File: src/rtl/lab3_mem_refill_req_queue_pkg.sv
`default_nettype none
// ============================================================================
// Module      : lab3_mem_refill_req_queue_pkg
// Description : Shared 16B memory request/response message formats used by
//               the cache and the memory-side refill request queue.
// Revision    : 1.0 - initial release
// ============================================================================
package lab3_mem_refill_req_queue_pkg;

    localparam logic [2:0] MEM_MSG_READ  = 3'd0;
    localparam logic [2:0] MEM_MSG_WRITE = 3'd1;

    // 3 + 8 + 32 + 4 + 128 = 175 bits
    typedef struct packed {
        logic [2:0]   mtype;
        logic [7:0]   opaque;
        logic [31:0]  addr;
        logic [3:0]   len;
        logic [127:0] data;
    } mem_req_16B_t;

    // 3 + 8 + 2 + 4 + 128 = 145 bits
    typedef struct packed {
        logic [2:0]   mtype;
        logic [7:0]   opaque;
        logic [1:0]   test;
        logic [3:0]   len;
        logic [127:0] data;
    } mem_resp_16B_t;

endpackage
`default_nettype wire

File: src/rtl/lab3_mem_refill_req_fifo.sv
`default_nettype none
// ============================================================================
// Module      : lab3_mem_refill_req_fifo
// Description : Depth-generic request FIFO with registered storage, head/tail
//               pointers and an occupancy counter providing full/empty.
// Revision    : 1.0 - initial release
// ============================================================================
module lab3_mem_refill_req_fifo
    import lab3_mem_refill_req_queue_pkg::*;
#(
    parameter int p_num_entries = 2
) (
    input  logic         clk,
    input  logic         reset,
    input  logic         enq_en,
    input  mem_req_16B_t enq_msg,
    input  logic         deq_en,
    output logic         full,
    output logic         empty,
    output mem_req_16B_t head_msg
);

    localparam int PTR_W = (p_num_entries > 1) ? $clog2(p_num_entries) : 1;
    localparam int OCC_W = $clog2(p_num_entries) + 1;

    mem_req_16B_t     storage [p_num_entries];
    logic [PTR_W-1:0] head;
    logic [PTR_W-1:0] tail;
    logic [OCC_W-1:0] occupancy;

    assign full     = (occupancy == OCC_W'(p_num_entries));
    assign empty    = (occupancy == '0);
    assign head_msg = storage[head];

    // Message storage is data-only and deliberately left out of reset.
    always_ff @(posedge clk) begin
        if (enq_en) begin
            storage[tail] <= enq_msg;
        end
    end

    // Pointers wrap naturally because the depth is a power of two.
    always_ff @(posedge clk or negedge reset) begin
        if (!reset) begin
            head      <= '0;
            tail      <= '0;
            occupancy <= '0;
        end else begin
            if (enq_en) begin
                tail <= tail + PTR_W'(1);
            end
            if (deq_en) begin
                head <= head + PTR_W'(1);
            end
            if (enq_en && !deq_en) begin
                occupancy <= occupancy + OCC_W'(1);
            end else if (!enq_en && deq_en) begin
                occupancy <= occupancy - OCC_W'(1);
            end
        end
    end

endmodule
`default_nettype wire

File: src/rtl/lab3_mem_refill_req_queue.sv
`default_nettype none
// ============================================================================
// Module      : lab3_mem_refill_req_queue
// Description : Memory-side request queue for the blocking cache. Buffers
//               requests, caps in-flight transactions, passes responses
//               straight through and flags responses with nothing pending.
// Revision    : 1.0 - initial release
// ============================================================================
module lab3_mem_refill_req_queue
    import lab3_mem_refill_req_queue_pkg::*;
#(
    parameter int p_num_entries     = 2,
    parameter int p_max_outstanding = 1
) (
    input  logic          clk,
    input  logic          reset,

    input  logic          cache_memreq_val,
    output logic          cache_memreq_rdy,
    input  mem_req_16B_t  cache_memreq_msg,

    output logic          memreq_val,
    input  logic          memreq_rdy,
    output mem_req_16B_t  memreq_msg,

    input  logic          memresp_val,
    output logic          memresp_rdy,
    input  mem_resp_16B_t memresp_msg,

    output logic          cache_memresp_val,
    input  logic          cache_memresp_rdy,
    output mem_resp_16B_t cache_memresp_msg,

    output logic [3:0]    num_outstanding,
    output logic          protocol_err
);

    logic full;
    logic empty;
    logic enq_fire;
    logic issue_fire;
    logic resp_fire;
    logic can_issue;

    // Acceptance depends on queue state only, never on memreq_rdy.
    assign cache_memreq_rdy = !full;
    assign enq_fire         = cache_memreq_val && !full;

    assign can_issue  = (num_outstanding < 4'(p_max_outstanding));
    assign memreq_val = !empty && can_issue;
    assign issue_fire = memreq_val && memreq_rdy;

    // Responses are not buffered; the queue only watches them fire.
    assign cache_memresp_val = memresp_val;
    assign memresp_rdy       = cache_memresp_rdy;
    assign cache_memresp_msg = memresp_msg;
    assign resp_fire         = memresp_val && cache_memresp_rdy;

    lab3_mem_refill_req_fifo #(
        .p_num_entries (p_num_entries)
    ) u_fifo (
        .clk      (clk),
        .reset    (reset),
        .enq_en   (enq_fire),
        .enq_msg  (cache_memreq_msg),
        .deq_en   (issue_fire),
        .full     (full),
        .empty    (empty),
        .head_msg (memreq_msg)
    );

    // In-flight counter: +1 on issue, -1 on response, clamped at zero with a
    // sticky error when a response shows up that nothing was waiting for.
    always_ff @(posedge clk or negedge reset) begin
        if (!reset) begin
            num_outstanding <= 4'd0;
            protocol_err    <= 1'b0;
        end else begin
            if (resp_fire && (num_outstanding == 4'd0)) begin
                protocol_err <= 1'b1;
            end
            if (issue_fire && !resp_fire) begin
                num_outstanding <= num_outstanding + 4'd1;
            end else if (!issue_fire && resp_fire && (num_outstanding != 4'd0)) begin
                num_outstanding <= num_outstanding - 4'd1;
            end
        end
    end

endmodule
`default_nettype wire
File: config.mk
export PLATFORM = sky130hd
export DESIGN_NAME = lab3_mem_refill_req_queue
export DESIGN_NICKNAME = d
export VERILOG_FILES = /design/src/rtl/lab3_mem_refill_req_queue_pkg.sv /design/src/rtl/lab3_mem_refill_req_fifo.sv /design/src/rtl/lab3_mem_refill_req_queue.sv
export SDC_FILE = /design/constraint.sdc
export NUM_CORES = 1
export LEC_CHECK = 0
export CAP_MARGIN = 20
export CORE_AREA = 2 2 257 259
export DETAILED_ROUTE_END_ITERATION = 7
export DIE_AREA = 0 0 259 261
export PLACE_DENSITY = 0.56
export SYNTH_ARGS = -nofsm -noshare
export SYNTH_HDL_FRONTEND = slang
export SYNTH_SLANG_ARGS = --single-unit
File: constraint.sdc
create_clock -name clk -period 21.1 [get_ports clk]
set_clock_uncertainty 0.15 [all_clocks]
set_input_delay 4.22 -clock clk [delete_from_list [all_inputs] [get_ports clk]]
set_output_delay 4.22 -clock clk [all_outputs]
set_load 0.1 [all_outputs]
# Word level (Yosys, flattened, before mapping)
# Memory sizes are Yosys's and may differ from the RTL's.
# Index checks and enable logic that the tools add are counted.
# word_totals
reg_bits	9
mem_bits_rw	350
in_bits	326
output_inout_bits	329
word_cells	40
n_memories	1
# mem_list
memory	words	width	read_ports	rd_ports_with_merged_regs	wr	line	rtl
u_fifo.storage	2	175	1	0	1	lab3_mem_refill_req_fifo.sv:26	mem_req_16B_t storage [p_num_entries];
# op_classes
n_addsub	6
order_cmp	1
eq_ne	1
n_mux	6
reduce_logical	20
# ops
cell	count
logical AND 1 bit	10
2-to-1 mux 4 bit	2
logical NOT 1 bit	5
adder 4 x 1 -> 4 bit (second input constant)	1
logical NOT 4 bit	1
< comparator 4 x 1 -> 1 bit (second input constant)	1
2-to-1 mux 2 bit	2
nonzero test 2 bit	2
nonzero test 4 bit	1
subtractor 4 x 1 -> 4 bit (second input constant)	1
adder 1 bit (second input constant)	2
adder 2 x 1 -> 2 bit (second input constant)	1
equality test 2 bit (second input constant)	1
logical NOT 2 bit	1
2-to-1 mux 1 bit	2
subtractor 2 x 1 -> 2 bit (second input constant)	1

# Depth between registers and ports, before layout
# depth
word_depth	9
mapped_depth	9
ltp_nobuf	9

# Cells and area by module
# From an unflattened synthesis, not the netlist that was laid out.
# hier_totals
hier_cells	743
hier_area_um2	14835.5
# modules_own_cells
mod	n_inst	cells_per_inst	area_per_inst_um2	seq_area_each_um2
lab3_mem_refill_req_fifo	1	561	13399.1	10610.2
lab3_mem_refill_req_queue	1	182	1436.4	125.1

# Least setup slack after synthesis
# OpenSTA, ideal clock, no wires.
# synth_timing
kind	input to register
from	input cache_memreq_val
to	memory u_fifo.storage[0][0] (netlist bit) (enable)
setup_ns	0.713
t_arrival_ns	11.628
required_ns	20.237
path_slack_ns	8.609
stages	2
path_buffers	0
cell_sequence	nand2_1 -> nor2_1
# synth_via
elab_chain_cells	3
# synth_rtl
item	line	rtl
from (decl)	lab3_mem_refill_req_queue.sv:18	input logic cache_memreq_val,
logical AND 1 bit	lab3_mem_refill_req_queue.sv:47	assign enq_fire = cache_memreq_val && !full;
2-to-1 mux 1 bit	lab3_mem_refill_req_fifo.sv:37	if (enq_en) begin
2-to-1 mux 1 bit (not written as such)	lab3_mem_refill_req_fifo.sv:38	storage[tail] <= enq_msg;
to (decl)	lab3_mem_refill_req_fifo.sv:26	
# Every way passes these cells.

# Final worst setup path
# layout_timing
from	input memresp_val
to	output cache_memresp_val
# layout_rtl
item	line	rtl
from (decl)	lab3_mem_refill_req_queue.sv:26	input logic memresp_val,
to (decl)	lab3_mem_refill_req_queue.sv:30	output logic cache_memresp_val,
# No word-level cell between the ends.

==> summary.md <==
The final net count is 1,316, and the worst endpoint required time is 16.73 ns. The register bit total from synthesis works out to 359. The tools report the number of warnings reported in the yosys synthesis log as 0. The number of CTS-inserted buffers was 40. Type of element capturing the critical path: an output pin. The run gives 65,000 um2 as the area of the core. Summing the areas of all xor and xnor instances in the mapped netlist gives 0.370% of the synthesized area. The worst flop-to-flop path endpoint was u_fifo.storage[0][115]$_DFFE_PP_. CTS saw 359 sinks. Summing every instance area after synthesis gives 14,200 um2. From bottom edge to top edge, the die measures 261 um.

In the global route stage, met1 resource usage came out at 9.10%. The number of antenna violations at the first check in global routing is 2, and the share of cells above drive strength 1 is 9.55%. The tools report the total number of H-tree levels as 2. Most frequent standard cell in the layout excluding fill and tap cells: sky130_fd_sc_hd__clkdlybuf4s50_1.

The register area share after synthesis is 75.6%. The starting DRC count in detailed routing was 276; the gate count of the mapped netlist was 741. By area, the combinational part of the netlist is dominated by multiplexers. Number of filler instances in the final layout: 6,439. The floorplan has 94 rows. The number of placed instances, taps included, is 1,809. Of the available clock period, the critical path in the final layout requires 49.1%. The count of cell types in the netlist was 30; the met2 routing resource usage after global routing was 23.2%. The detailed-route vias per instance is 3.82. The simple-gate share of the synthesized area was 0.810%. Maximum count of clock buffers along a single path: 3. The flow ran to the end, and the final reports show no timing, DRC or antenna violations. The run gives 21.8% as the initial cell density of the core.

The worst-case hold path end point was protocol_err$_DFFE_PN0P_. When the netlist entered floorplanning its net count stood at 1,070. For the worst-skew pair, the clock arrives at the later sink with an insertion delay of 0.55 ns.

In this run the most critical hold path is launched from protocol_err$_DFFE_PN0P_. Of the total synthesized cell area, the portion taken by full adders, half adders and majority gates is 0.264%. At the end of routability-driven placement, the weighted congestion stood at 0.850. Of all nets on the critical path, the largest fanout is 5. The critical path goes through clkdlybuf4s50_1 > clkdlybuf4s50_1.

Among all stages on the critical path, the largest delay is contributed by sky130_fd_sc_hd__clkdlybuf4s50_1. The tools report the max-slew violation count as 0. The wire-length estimate of the detail-placed layout is 33,700 um.

The critical path is of the in -> out type. During placement, the flow inserted port buffers numbering 364. Setup violations remaining at the end of the flow were counted as 0. For this run, the slowest stage of the critical path takes 1.19 ns.

The overall die width was 259 um; the number of stages on the worst hold path was 1. The synthesized netlist devotes 0.414% of its cell area to compound gates. Global routing used 12.4% of the available tracks across all layers. The diode insertion count for antenna repair is 0.

The multiplexer share of the synthesized area works out to 13.9%. Entering global routing, the biggest net connects 69 pins. The average instance area after synthesis is 19.2 um2, and the clock-pin slew reported for the worst setup and hold paths after clock tree synthesis is 0.06 ns. The worst setup path is launched from a primary input. The fmax was 96.5 MHz; the utilization after layout was 29.2%. The first global-routing pass estimated 58,800 um of wire.

The tools report the number of non-filler instances in the completed layout as 1,880. In the layout the commonest cells are 364 x sky130_fd_sc_hd__clkdlybuf4s50_1, 350 x sky130_fd_sc_hd__edfxtp_1, 141 x sky130_fd_sc_hd__mux2_1. TritonCTS built the clock tree.

The data arrival time of the critical path is 5.99 ns, and the synthesis-to-layout area growth is 33.8%. The number of buffers and inverters on the critical path is 2. The startpoint of the worst-slack reg-to-reg timing path was u_fifo.occupancy[0]$_DFFE_PN0P_. The number of global-route vias before repair was 7,613; the first-pass detailed-route iteration total was 6. The tools report the total congestion overflow as 0.

The path type of the worst min-delay path was reg -> reg. In this run the clock root is driven by a sky130_fd_sc_hd__clkbuf_16. The post-cts hold buffer count is 0. In this run the post-CTS setup repair buffer count came out at 0.

The worst path needs 10.36 ns of the cycle, external delays included. For this run, design rule violations remaining after detail routing come to 0. 655 I/O pins were placed. The tools report the wire length after detailed routing as 44,600 um. The via total after detailed routing is 7,174. Number of cells upsized or downsized after cts: 0.

The most numerous cell type found on the critical path is sky130_fd_sc_hd__clkdlybuf4s50_1. Broken down by cell family, the worst path's largest delay share belongs to buffers and inverters. For this run, global-route usage on met3 was measured as 9.93%. The layer with the highest usage after global routing was met2. The detail route stage leaves a number of antenna-violating nets equal to 0. The tools report the number of maximum-capacitance violations as 0.

Max-slew headroom at the worst pin: 26.1%. The number of cells on the critical path was 2; the area enclosed by the die boundary was 67,600 um2. Setup repair after global routing left no endpoint under its margin. In the final routed layout, each cell accounts on average for 23.7 um. For the pin with the worst max-slew slack, the measured transition is 1.11 ns.

After layout, the worst setup slack is 10.74 ns. The worst reg-to-reg path cell count works out to 5. The final hold violation count is 0. Prior to clock tree synthesis, the placed netlist has a worst setup slack of 10.72 ns.

For flop-to-flop paths, the worst setup slack is 18.09 ns. The setup TNS was 0 ns.
==> synthesized netlist by cell type (all sizes together) <==
cell       n  area, um2
nor4       1       6.26
clkbuf     1       3.75
o21ai      1       5.00
nand2b     1       6.26
o2bb2ai    1       8.76
xnor2      3       26.3
o21a       1       7.51
dfrtp      9        225
nor2       6       22.5
ha         3       37.5
mux2     176       1980
a221o      1       10.0
nand3      1       5.00
o22ai      1       6.26
buf      166       1210
o32ai      1       8.76
and2       1       6.26
or3b       1       11.3
nor3b      3       32.5
a21o       1       7.51
a21oi      1       5.00
xor2       3       26.3
edfxtp   350      10500
nand4bb    1       11.3
inv        4       15.0
nand2      2       7.51
and3       1       6.26
==> worst max-delay path by stage <==
stage	to	from	slack (ns)
finish	cache_memresp_val	memresp_val	10.74
detailed placement	cache_memresp_val	memresp_val	10.72
global route	cache_memresp_val	memresp_val	10.70
floorplan	u_fifo.storage[0][0]$_DFFE_PP_	cache_memreq_val	8.61
CTS	cache_memresp_val	memresp_val	10.72
global placement	cache_memresp_val	memresp_val	10.72
==> registers in the layout (all words and copies together), names as in the netlist <==
signal,flops
num_outstanding,4
u_fifo.head,1
u_fifo.storage,350
u_fifo.tail,1
protocol_err,1
u_fifo.occupancy,2
==> area by class of cell <==
type / count / area, um2 / area share [%]
clock buffer: 53 / 1050 / 5.52
clock inverter: 18 / 175 / 0.921
timing repair buffer: 371 / 3700 / 19.4
tap: 864 / 1080 / 5.69
multi-input combinational: 211 / 2260 / 11.9
inverter: 4 / 15.0 / 0.0790
sequential: 359 / 10700 / 56.5
==> stage by stage <==
step                      cell area [um2]  hold WS (ns)
final                               19000         0.310
after detailed placement            17800         0.298
after floorplan                     14200         0.310
after global placement              17800         0.299
after global routing                19000         0.349
after CTS                           19000         0.319
==> logic make-up (layout without fill, tap and decap cells) <==
kind of cell    count (synthesis)  count (layout)
mux                           176             176
flops                         359             359
simple gates                   18              18
fa+ha+maj                       3               3
compound gates                  8               8
xor+xnor                        6               6
buf+inv                       171             446
==> per-layer routing <==
metal  part of all wire, %  routed length [um]
met3                    18                7860
met1                    25               11400
met2                    54               23900
met4                   3.3                1450
met5                 0.060                  27
Power is not shown: default switching activity piles up to over one toggle a cycle in this logic, so the estimate is an artifact.
